### src/rtl/mul_sequencer.sv
// Iterative shift-add multiplier for MUL-class instructions in the execute stage.
// One partial product per clock; stalls the pipeline and then pulses done with the low N bits of a*b.
module mul_sequencer #(
    parameter int unsigned N = 64
) (
    input  logic         clk,
    input  logic         reset,
    input  logic         start,
    input  logic         cancel,
    input  logic [N-1:0] a,
    input  logic [N-1:0] b,
    output logic         stall,
    output logic         busy,
    output logic         done,
    output logic [N-1:0] product
);

    localparam int unsigned CW = $clog2(N) + 1;

    typedef enum logic [1:0] {
        S_IDLE = 2'd0,
        S_RUN  = 2'd1,
        S_DONE = 2'd2
    } state_t;

    state_t         r_state;
    logic [N-1:0]   r_mcand;
    logic [N-1:0]   r_mplier;
    logic [N-1:0]   r_acc;
    logic [CW-1:0]  r_cnt;
    logic [N-1:0]   r_product;

    state_t         w_state_nxt;
    logic [N-1:0]   w_mcand_nxt;
    logic [N-1:0]   w_mplier_nxt;
    logic [N-1:0]   w_acc_nxt;
    logic [CW-1:0]  w_cnt_nxt;
    logic [N-1:0]   w_product_nxt;
    logic [N-1:0]   w_sum;
    logic           w_last;
    logic           w_accept;

    // State and datapath registers; reset clears everything immediately.
    always_ff @(posedge clk or posedge reset) begin
        if (reset) begin
            r_state   <= S_IDLE;
            r_mcand   <= '0;
            r_mplier  <= '0;
            r_acc     <= '0;
            r_cnt     <= '0;
            r_product <= '0;
        end else begin
            r_state   <= w_state_nxt;
            r_mcand   <= w_mcand_nxt;
            r_mplier  <= w_mplier_nxt;
            r_acc     <= w_acc_nxt;
            r_cnt     <= w_cnt_nxt;
            r_product <= w_product_nxt;
        end
    end

    // Next-state and datapath update; product is written only on the final uncancelled iteration.
    always_comb begin
        w_state_nxt   = r_state;
        w_mcand_nxt   = r_mcand;
        w_mplier_nxt  = r_mplier;
        w_acc_nxt     = r_acc;
        w_cnt_nxt     = r_cnt;
        w_product_nxt = r_product;
        w_sum         = r_acc + (r_mplier[0] ? r_mcand : {N{1'b0}});
        w_last        = (r_cnt == CW'(N - 1));
        w_accept      = start & ~cancel;

        case (r_state)
            S_IDLE: begin
                if (w_accept) begin
                    w_mcand_nxt  = a;
                    w_mplier_nxt = b;
                    w_acc_nxt    = '0;
                    w_cnt_nxt    = '0;
                    w_state_nxt  = S_RUN;
                end
            end
            S_RUN: begin
                if (cancel) begin
                    w_state_nxt = S_IDLE;
                end else begin
                    w_acc_nxt    = w_sum;
                    w_mcand_nxt  = r_mcand << 1;
                    w_mplier_nxt = r_mplier >> 1;
                    w_cnt_nxt    = r_cnt + CW'(1);
                    if (w_last) begin
                        w_product_nxt = w_sum;
                        w_state_nxt   = S_DONE;
                    end
                end
            end
            S_DONE: begin
                w_state_nxt = S_IDLE;
            end
            default: begin
                w_state_nxt = S_IDLE;
            end
        endcase
    end

    // stall is combinational so the requesting instruction freezes in its own start cycle.
    assign stall   = (r_state == S_RUN) | ((r_state == S_IDLE) & start & ~cancel);
    assign busy    = (r_state == S_RUN);
    assign done    = (r_state == S_DONE);
    assign product = r_product;

endmodule

### config.mk
export PLATFORM = sky130hd
export DESIGN_NAME = mul_sequencer
export DESIGN_NICKNAME = d
export VERILOG_FILES = /design/src/rtl/mul_sequencer.sv
export SDC_FILE = /design/constraint.sdc
export NUM_CORES = 1
export LEC_CHECK = 0
export CORE_MARGIN = 3
export CORE_UTILIZATION = 60
export DETAILED_ROUTE_END_ITERATION = 8
export HOLD_SLACK_MARGIN = 0.1
export PLACE_DENSITY_LB_ADDON = 0.15
export SYNTH_ARGS = -nofsm -noshare
export SYNTH_HDL_FRONTEND = slang
export SYNTH_SLANG_ARGS = --single-unit
### constraint.sdc
create_clock -name clk -period 21 [get_ports clk]
set_input_delay 6.3 -clock clk [delete_from_list [all_inputs] [get_ports clk]]
set_output_delay 6.3 -clock clk [all_outputs]
set_load 0.01 [all_outputs]
==> After elaboration in Yosys (flattened, before gate mapping) <==
Index checks and enable logic that the tools add are counted.
{ "totals": {"output_inout_bits": 67, "register_bits": 265, "wordCells": 41, "in_bits": 132} }
{ "op_classes": {"eq_ne": 6, "n_mux": 17, "addsub": 2, "bitwise": 5, "n_reduce_logical": 5} }
{ "ops": {"columns": ["operator", "count"], "rows": [
  ["two-way mux 64 bit", 7],
  ["one-hot mux 64 bit (2 select lines)", 3],
  ["adder 64 bit", 1],
  ["two-way mux 7 bit", 2],
  ["one-hot mux 7 bit (2 select lines)", 1],
  ["adder 7 x 1 -> 7 bit, second input constant", 1],
  ["== test 7 x 6 -> 1 bit, second input constant", 1],
  ["two-way mux 2 bit", 3],
  ["AND reduction 3 bit", 2],
  ["!= test 2 bit, second input constant", 2],
  ["one-hot mux 2 bit (2 select lines)", 1],
  ["bitwise AND 1 bit", 3],
  ["!= test 3 x 2 -> 1 bit, second input constant", 1],
  ["== test 2 x 1 -> 1 bit, second input constant", 1],
  ["== test 2 bit, second input constant", 1],
  ["zero test 2 bit", 1],
  ["AND reduction 2 bit", 1],
  ["nonzero test 2 bit", 1],
  ["inverter 1 bit", 1],
  ["OR 1 bit", 1]
]} }

==> Logic depth before layout (Yosys ltp) <==
{ "depth": {"ltp_word": 4, "mapped_depth": 15, "ltp_nobuf": 13} }

==> Worst setup path before layout <==
OpenSTA, ideal clock, no wires.
{ "synth_timing": {"path_kind": "in2out", "from": "input port cancel", "to": "output port stall", "stages": 4, "slack_ns": 7.456, "t_arrival_ns": 7.244, "n_path_buf": 2, "t_required_ns": 14.700, "path_cell_list": "nor4b_1 > clkbuf_1 > clkbuf_1 > or2_2"} }
{ "synth_between": {"elab_chain_len": 3} }
{ "synth_rtl": {"columns": ["element", "line", "source"], "rows": [
  ["start, declared", "9", "input logic cancel,"],
  ["inverter 1 bit (no line)", null, null],
  ["bitwise AND 1 bit", "108", "assign stall = (r_state == S_RUN) | ((r_state == S_IDLE) & start & ~cancel);"],
  ["OR 1 bit", "108", null],
  ["end, declared", "12", "output logic stall,"]
]} }
Every way passes these cells.

==> Final worst setup path <==
Ends and elaborated chain as after synthesis.

==> flow_summary.yaml <==
timing:
  finalSetupTns_ns: 0
  hold_viol: 0
  clock.fmax_ghz: 0.0711
  fin_ws_ns: 6.94
  period_minus_slack_ns: 14.06
  grt_setup_unrepaired: "no"
  worstMarginPinSlew_ns: 1.10
  relSlewSlack_pct: 26.7
  skew_ns: 0.0178
  slew_viol_final: 0
  fin_crit_sh_pct: 66.9
  setup_viol: 0
placement:
  dp.cells: 2056
  gp_congestion: 0.908
  place_hpwl_um: 25200
  placement.io_buffers: 198
  placed_area_mm2: 0.0168
  dp_slack_ns: 6.93
synth:
  synthCells: 1633
  ys_warn_count: 0
  postSynthAreaPerCell_um2: 9.00
  synthArstFlopShare_pct: 100
  ys_types: 68
  synth_common_cells: "nand2_1, dfrtp_1, a22oi_1, a21oi_1, clkbuf_1"
  ys.flop_type: "dfrtp_1"
  synth_top_area_share_pct: 45.1
  synth_top_area_cell: "dfrtp_1"
  synth_area_leaders: "dfrtp_1, nand2_1, a22oi_1"
  yosys_register_bits: 265
  yosysSeqAreaShare_pct: 45.1
  synth_area_mm2: 0.0147
  synth_edf_count: 0
  syn-num-nets: 1830
  synthMostInstantiatedCell: "nand2_1"
critical_path:
  arrival_ns: 7.76
  cp-startpoint: "cancel"
  crit_top_cell: "clkdlybuf4s50_1"
  crit_type: "input pin to primary output"
  reg2reg_from: "r_mplier[0]"
  cp-start-kind: "input pin"
  end_kind: "primary output"
  crit_slowest_cell: "clkdlybuf4s50_1"
  critPathTopFamily: "buffers and inverters"
  max_stage_delay_ns: 0.53
  cp_num_buf_inv: 2
  required_ns: 14.70
  critical_path.max_fanout: 3
  crit_chain: "clkdlybuf4s50_1 > nor4b_2 > or2_2 > clkdlybuf4s50_1"
clock_tree:
  clock_latency_ns: 0.56
  clock_sinks: 265
  cts_resized: 0
  clock_tree.root_cell: "clkbuf_16"
  clkTransAtPathRegs_ns: 0.06
  postCtsHoldBufs: 0
  ctsLongestPathBuffers: 3
  cts_setup_buffers: 0
  cts_tree: "done"
  cts_max_level: 1
  cts_buffers: 28
floorplan:
  core_mm2: 0.0238
  initial_core_util_pct: 61.9
  die-area_mm2: 0.0264
  fp.dieH_um: 162
  die_w_um: 162
  num_rows: 56
  io_pins: 199
grt:
  grt_max_degree: 140
  track_usage_pct: 28.1
  grt_pass1_vias: 12400
  grt_pass1_wl_um: 61600
  antenna_found_initial: 1
  gr-total-overflow: 0
cells_and_area:
  drive_gt1_share_pct: 5.66
  antenna_cells: 0
  fillers: 1786
  fin_nets: 1964
  multi_input_area_mm2: 0.00758
  seqCellArea_mm2: 0.00663
  syn_to_final_growth_pct: 20.4
  finalNonFillerCells: 2102
  finalInstanceArea_mm2: 0.0177
routing:
  num_vias: 12600
  wirelength_um: 37200
  post_drt_wl_per_cell_um: 17.7
  viasPerCell: 5.98
  drt_iter0_markers: 1017
  ant_nets: 0
  drc: 0
  drtPass1Iterations: 5
run_status:
  outcome: "finished clean"
worst_hold_path:
  hp-start: "product[29]"
  hold_class: "flop to flop"
power:
  power_density_mw_per_mm2: 94.6
  vdd_ir_drop_max_uv: 73.3
  p_total_uw: 1670
  leakage_uw: 0.00850
run:
  drv_cap: 0
==> power breakdown <==
group | internal (uW) | switching, uW
Clock | 288 | 207
Combinational | 198 | 292
Sequential | 613 | 73.6
Total | 1100 | 573
==> flip-flops by register name, indices dropped and copies added (netlist names) <==
register  cells
product      64
r_acc        64
r_mcand      64
r_mplier     64
r_cnt         7
r_state       2
==> stage by stage <==
| stage | hold WS [ns] | util [%] |
|---|---|---|
| after global placement | 0.454 | 70.6 |
| after floorplan | 0.446 | - |
| final | 0.471 | 74.5 |
| after global routing | 0.489 | 74.5 |
| after detailed placement | 0.461 | 70.6 |
| after CTS | 0.477 | 74.5 |
==> metal layers <==
metal  routed length, um  global-route usage (%)  up-vias
met2               17900                    47.3      395
met5                  13                       0        -
met3                2410                    5.11       69
li1                    -                       -     5991
met1               15900                    37.6     6119
met4                 950                    7.72        2
==> worst register-to-register path: stages, from the launching register on <==
cell	delay [ns]
dfrtp_1	0.71
and2_1	0.31
ha_1	0.21
fa_1	0.45
a211oi_2	0.27
nor4_1	0.08
or2_2	0.34
o31a_1	0.39
a21oi_4	0.24
o31ai_4	0.16
a2111oi_2	0.55
o41ai_1	0.19
xor2_1	0.19
mux2_2	0.30
==> layout make-up <==
class | count | area share, %
Clock buffer | 33 | 4.18
Tap cell | 319 | 2.26
Inverter | 25 | 0.573
Sequential cell | 265 | 37.5
Timing Repair Buffer | 209 | 11.7
Clock inverter | 13 | 0.997
Multi-Input combinational cell | 1238 | 42.8
==> placed cells by master (no fill, tap or decap), types with 3 or more instances in the layout <==
| master | n |
|---|---|
| clkdlybuf4s50_1 | 198 |
| a31oi_1 | 8 |
| inv_1 | 23 |
| a21o_1 | 22 |
| or3_1 | 8 |
| o31ai_1 | 8 |
| nand3_1 | 11 |
| dfrtp_1 | 265 |
| o211ai_1 | 4 |
| or2_2 | 6 |
| a221oi_1 | 3 |
| nor4_1 | 4 |
| a22oi_1 | 126 |
| nand2b_1 | 5 |
| clkinv_4 | 3 |
| o21a_1 | 7 |
| clkinv_2 | 6 |
| buf_4 | 11 |
| a21oi_1 | 94 |
| nor2_1 | 59 |
| nand2_1 | 437 |
| a21boi_0 | 4 |
| and3_1 | 3 |
| and2_1 | 66 |
| nor3_1 | 9 |
| clkbuf_16 | 28 |
| bufinv_16 | 3 |
| or4_1 | 5 |
| o21bai_1 | 16 |
| ha_1 | 64 |
| mux2_2 | 18 |
| clkbuf_1 | 3 |
| xor2_1 | 24 |
| xnor2_1 | 38 |
| a22o_1 | 60 |
| nand4_1 | 29 |
| o21ai_0 | 50 |
==> final timing paths <==
kind	slack, ns	depth (start not counted)	end
setup / recovery	6.94	4	stall
hold / removal	0.47	2	product[29]
setup reg to reg	16.48	13	product[60]
hold reg to reg	0.47	2	product[29]
max in group asynchronous	13.16	3	r_mcand[41]
min in group asynchronous	6.37	2	r_mplier[56]
==> cells by family (layout without fill, tap and decap cells) <==
logic type,count (synthesis),after routing,share of synthesized area (%)
buffers and inverters,130,280,3.46
AO/OA/AOI/OAI,437,437,21.2
flip-flops,265,265,45.1
multiplexers,20,20,1.52
XOR/XNOR,62,62,3.70
adder cells (fa/ha/maj),65,65,5.59
AND/OR/NAND/NOR,654,654,19.4
(Power assumes the default switching activity.)
